<file path="src/rtl/operand_bypass_net.sv">
// operand_bypass_net
//
// Operand bypass network between register-file read and a consumer stage.
// Each read port resolves its register number against NUM_SRC in-flight
// producers (index 0 youngest, highest priority). A match whose result is
// not final yet raises a per-port hazard stall. While the consumer stage is
// held, each port captures its resolved operand once it is available, so
// producers draining out of the pipe cannot change it.
//
// Ports:
//   aclk, aresetn   clock (rising edge), asynchronous active-low reset
//   port_addr       register number per port, port p in slice p
//   port_use        operand is consumed (gates the stall only)
//   port_rf_data    register-file read value per port
//   src_wen/rd/data/ready  producer write enable, destination, result, final
//   hold            consumer stage stalled, operands must stay stable
//   flush           consumer stage contents killed
//   opnd_data       resolved operand per port
//   port_stall      per-port hazard, stall is their OR
//
// Handshake: there is no valid/ready pair here. A port is "pending" when its
// winning producer has src_ready=0; the consumer may only advance while
// stall=0. During hold, a non-pending port is frozen at the next edge.

module operand_bypass_net #(
    parameter int NUM_PORTS = 3,
    parameter int NUM_SRC   = 2,
    parameter int DATA_W    = 32,
    parameter int ADDR_W    = 5
) (
    input  logic                          aclk,
    input  logic                          aresetn,
    input  logic [NUM_PORTS*ADDR_W-1:0]   port_addr,
    input  logic [NUM_PORTS-1:0]          port_use,
    input  logic [NUM_PORTS*DATA_W-1:0]   port_rf_data,
    input  logic [NUM_SRC-1:0]            src_wen,
    input  logic [NUM_SRC*ADDR_W-1:0]     src_rd,
    input  logic [NUM_SRC*DATA_W-1:0]     src_data,
    input  logic [NUM_SRC-1:0]            src_ready,
    input  logic                          hold,
    input  logic                          flush,
    output logic [NUM_PORTS*DATA_W-1:0]   opnd_data,
    output logic [NUM_PORTS-1:0]          port_stall,
    output logic                          stall
);

    typedef enum logic {
        EMPTY    = 1'b0,
        CAPTURED = 1'b1
    } cap_state_t;

    // Per-port capture FSM state, readable hierarchically for checkers.
    cap_state_t        state    [NUM_PORTS];
    logic [DATA_W-1:0] cap_data [NUM_PORTS];
    logic [DATA_W-1:0] live_data[NUM_PORTS];
    logic [NUM_PORTS-1:0] pending;

    // Live resolution. The first matching source in index order wins, and
    // once it has won an older ready source can no longer override it.
    always_comb begin : resolve
        logic [ADDR_W-1:0] addr;
        logic [ADDR_W-1:0] rd;
        logic              hit;
        addr = '0;
        rd   = '0;
        hit  = 1'b0;
        for (int p = 0; p < NUM_PORTS; p++) begin
            addr         = port_addr[p*ADDR_W +: ADDR_W];
            hit          = 1'b0;
            live_data[p] = port_rf_data[p*DATA_W +: DATA_W];
            pending[p]   = 1'b0;
            for (int s = 0; s < NUM_SRC; s++) begin
                rd = src_rd[s*ADDR_W +: ADDR_W];
                if (!hit && src_wen[s] && (rd != '0) && (rd == addr)) begin
                    hit          = 1'b1;
                    live_data[p] = src_data[s*DATA_W +: DATA_W];
                    pending[p]   = ~src_ready[s];
                end
            end
            // Register 0 reads as zero regardless of the register-file value.
            if (addr == '0) begin
                live_data[p] = '0;
                pending[p]   = 1'b0;
            end
        end
    end

    // Capture FSM per port. flush wins over hold; a pending port retries
    // every held cycle until its producer reports ready.
    always_ff @(posedge aclk or negedge aresetn) begin
        if (!aresetn) begin
            for (int p = 0; p < NUM_PORTS; p++) begin
                state[p]    <= EMPTY;
                cap_data[p] <= '0;
            end
        end else begin
            for (int p = 0; p < NUM_PORTS; p++) begin
                if (flush) begin
                    state[p] <= EMPTY;
                end else begin
                    case (state[p])
                        EMPTY: begin
                            if (hold && !pending[p]) begin
                                state[p]    <= CAPTURED;
                                cap_data[p] <= live_data[p];
                            end
                        end
                        CAPTURED: begin
                            if (!hold) state[p] <= EMPTY;
                        end
                        default: state[p] <= EMPTY;
                    endcase
                end
            end
        end
    end

    always_comb begin
        opnd_data  = '0;
        port_stall = '0;
        for (int p = 0; p < NUM_PORTS; p++) begin
            if (state[p] == CAPTURED) begin
                opnd_data[p*DATA_W +: DATA_W] = cap_data[p];
                port_stall[p]                 = 1'b0;
            end else begin
                opnd_data[p*DATA_W +: DATA_W] = live_data[p];
                port_stall[p]                 = pending[p] & port_use[p];
            end
        end
    end

    assign stall = |port_stall;

endmodule

</file>
<file path="config.mk">
export PLATFORM = sky130hd
export DESIGN_NAME = operand_bypass_net
export DESIGN_NICKNAME = d
export VERILOG_FILES = /design/src/rtl/operand_bypass_net.sv
export SDC_FILE = /design/constraint.sdc
export NUM_CORES = 1
export LEC_CHECK = 0
export CORE_MARGIN = 2
export CORE_UTILIZATION = 47
export DETAILED_ROUTE_END_ITERATION = 16
export PLACE_DENSITY = 0.83
export SYNTH_ARGS = -nofsm -noshare
export SYNTH_HDL_FRONTEND = slang
export SYNTH_SLANG_ARGS = --single-unit
</file>
<file path="constraint.sdc">
create_clock -name aclk -period 4 [get_ports aclk]
set_input_delay 0.8 -clock aclk [delete_from_list [all_inputs] [get_ports aclk]]
set_output_delay 0.8 -clock aclk [all_outputs]
set_load 0.05 [all_outputs]
</file>
==> results by stage <==
Final layout:
- Compared with the post-synthesis result, the final layout area differs by 62.6%.
- After the last flow step, the layout net total stands at 1410.
- The number of antenna diodes in the final layout is 0.
- Cells with a size suffix above 1 make up 36.8% of the layout.
- The count of fill cells added during filler insertion is around 1100.
- Leaving out fill and tap cells, the most frequent cell in the layout is clkdlybuf4s50_1.
- In the layout the commonest cells are clkdlybuf4s50_1 (186), mux2_2 (125), buf_4 (103), dfrtp_1 (97), o31ai_1 (95).
- The number of non-filler instances in the completed layout is between 1000 and 1500.

Hold path:
- The path category of the worst min-delay check is register to register.
- For hold timing, the worst endpoint is cap_data[49]$_DFFE_PN0P_.
- Counting instances, the worst hold path has a depth of 1.
- The hold path startpoint is cap_data[49]$_DFFE_PN0P_.

Worst setup path:
- In this design, the stage delay of the slowest critical-path cell is 0.57 ns.
- STA classifies the critical path endpoint as an output pin.
- The kind of cell with the highest combined delay along the critical path is simple AND/OR/NAND/NOR gates.
- Among all stages on the critical path, the largest delay is contributed by or4b_4.
- The worst setup path is of the primary input to output pin kind.
- The largest fanout on the critical path is 32.
- The buffer and inverter count on the worst path is 3.
- The logic depth of the worst register-to-register path is 4.
- Traced cell by cell, the critical path runs through clkdlybuf4s50_1 -> xor2_1 -> or4b_4 -> buf_12 -> or3_1 -> a31oi_1 -> mux2_2 -> buf_4.
- The endpoint identified for the worst register-to-register timing path is cap_data[46]$_DFFE_PN0P_.
- In this run the critical register-to-register path is launched from state[1]$_DFF_PN0_.
- The worst setup path is launched from a primary input.
- STA puts the critical path data required time at approximately 3.2 ns.
- The reg-to-reg setup timing slack is 1.89 ns.
- The arrival time at the worst endpoint is approximately 3.3 ns.

STA:
- For the pin with the worst max-slew slack, the measured transition is 1.12 ns.
- Setup slack on the critical path of the routed design comes to -0.0802 ns.
- The shortest clock period the worst path allows after layout is 4.08 ns.
- The total count of hold-check failures in the final report is 0.
- The relative slew slack is 25.4%.
- The number of max-slew violations in the final report is 0.
- The count of final setup violators is 2.
- For the final database, setup skew stands at 0.00869 ns.
- The fmax is 245 MHz.
- The share of the clock period used by the worst path is 102%.
- Final hold analysis gives a worst-case slack of 0.485 ns.
- Setup repair after global routing could not meet its margin everywhere.

Global route:
- The maximum number of pins on one net before global-route repair is 80.
- The number of antenna violations at the first check in global routing was 2.
- The global-route wire length before repair is 55200 µm.
- In the global route stage, overall resource usage came out at 38.8%.
- The via count of the first global-routing pass is 9464.
- The total grt overflow is 0.

Floorplan:
- The die is about 140 µm wide.
- In this run the count of I/O pins placed on the die edge is 296.
- The initial standard-cell utilization of the core is 48.3%.
- The core area is 17400 µm².
- The floorplan has 48 rows.
- The die is 138 µm tall.
- The floorplan step defined a die boundary enclosing around 19000 µm².

Drt:
- Using the TritonRoute via totals, the vias-per-cell ratio works out to about 6.7.
- The routed length per instance is 26.0 µm.
- For this block, the routed nets add up to 37500 µm of wire.
- Once detail routing completed, the nets flagged for antenna violations numbered 0.
- Detailed routing inserted a total of 9617 vias.
- The number of DRC violations after detailed routing is 0.
- The first TritonRoute pass finished after 6 iterations.
- In this run, the number of DRC markers left after iteration 0 of detailed routing was 1078.

Power:
- The static leakage power is ~5.4 nW.
- The total power is 4.52 mW.
- The peak ir drop on the vdd network is 0.000248 V.
- The total power density per cell area is roughly 330 nW/µm².

Synthesis:
- The register bit total from synthesis is 99.
- Synthesis handed over a netlist of approximately 900 instances.
- The synthesized area per cell is 9.31 µm².
- The number of distinct standard cells referenced by the synthesized netlist is 40.
- The sequential fraction of the synthesis area is between 20% and 30%.
- Synthesis produced a netlist with a net count of 1099.
- The share of async-settable or async-resettable flops after synthesis is 100%.
- The number of warning messages in the yosys log is 0.
- The combined area of all synthesized cells is ~8400 µm².
- The most instantiated flip-flop cell in the synthesis netlist is dfrtp_1.
- The number of synthesized flops with an enable pin is 0.

CTS:
- The clock network latency to the later pin of the worst-skew pair is 0.36 ns.
- For this design, the CTS-stage hold fixing added 0 buffers.
- The clock sink count is between 90 and 100.
- TritonCTS created 9 clock buffers.
- The tree is rooted in a clkbuf_16.
- Clock-pin slew was measured on the worst setup and hold paths at 0.08 ns.
- No sink is reached through more buffers than the 2 on the longest clock path.
- TritonCTS built the clock tree.
- The H-tree was split into 3 levels.

Place:
- The final RePlAce weighted congestion is 0.948.
- Detailed placement finished with a half-perimeter wire length of 25700 µm.
- The number of I/O port buffers is 295.
- The instance count after placement with tap cells included is approximately 1400.

Outcome:
- The checks that failed: negative setup slack.
- The run finished, with violations left.

Flow run:
- Max-cap violations in this run came to 0.
==> area by class of cell <==
| cell class | count | area, µm² | area share (%) |
|---|---|---|---|
| multi-input cells | 666 | 5770 | 42.2 |
| clock buffers | 11 | 233 | 1.70 |
| inverters | 33 | 124 | 0.906 |
| clock inverters | 5 | 37.5 | 0.275 |
| well taps | 225 | 282 | 2.06 |
| repair buffers | 405 | 4740 | 34.7 |
| flip-flops and latches | 99 | 2480 | 18.1 |
==> timing repair <==
action	in CTS	in global routing
setup buffers	15	6
endpoints found under the setup margin	78	77
pin swaps	19	12
gates resized for setup	54	59
cloned	4	1
==> cell families after synthesis <==
| group | share of synthesized area, % |
|---|---|
| compound gates | 23.6 |
| mux | 27.1 |
| simple gates | 10.0 |
| buf+inv | 6.71 |
| flops | 29.5 |
| xor+xnor | 3.13 |
==> where the power goes <==
group | leakage [nW] | internal (mW) | switching (mW)
sequential | 1.17 | 1.21 | 0.125
clock | 0.132 | 0.429 | 0.433
combinational | 4.12 | 1.12 | 1.20
==> how the worst max path moves through the flow <==
stage             startpoint            end  slack (ns)  depth (start not counted)
5_1_grt        port_addr[14]  opnd_data[78]       -0.11                          8
4_1_cts        port_addr[11]  opnd_data[73]       -0.01                          8
3_5_place_dp       src_rd[6]  opnd_data[95]       -0.32                          9
6_report       port_addr[14]  opnd_data[78]       -0.08                          8
3_3_place_gp       src_rd[6]  opnd_data[95]       -0.23                          9
2_1_floorplan      src_rd[1]          stall        0.01                          6
==> stage by stage <==
step | utilization (%) | TNS, ns | setup slack, ns | cell area (µm²)
detailed placement | 72.5 | -7.27 | -0.316 | 12600
global placement | 72.5 | -5.04 | -0.227 | 12600
CTS | 76.6 | -0.0135 | -0.0111 | 13300
global route | 78.5 | -0.264 | -0.112 | 13700
floorplan | - | 0 | 0.00964 | 8410
finish | 78.5 | -0.0805 | -0.0802 | 13700
==> Yosys cell counts, types with 5 or more instances <==
cell type	instances	area share (%)
mux2_2	139	19
dfrtp_1	99	29
a31oi_1	95	7.1
o21ai_0	95	5.7
o31ai_1	95	8.5
or3_1	83	6.2
clkbuf_1	81	3.6
inv_1	32	1.4
mux2_4	30	5.4
xnor2_1	27	2.8
mux2_1	23	3.1
buf_2	19	1.1
nand4_1	17	1.3
nor2_1	8	0.36
nor3_1	6	0.36
a21oi_1	5	0.30
==> per-layer routing <==
metal  vias up  part of all wire, %  track usage [%]
met1      4531                   35             47.2
met4         2                  6.6             24.0
met5         -                0.035                0
met3       201                   12             9.38
li1       4084                    -                -
met2       799                   46             61.9
==> state kept, by name, indices dropped and copies added (netlist names) <==
signal	count
cap_data	96
state	3
Note: power is estimated with default switching activity, not from simulation.
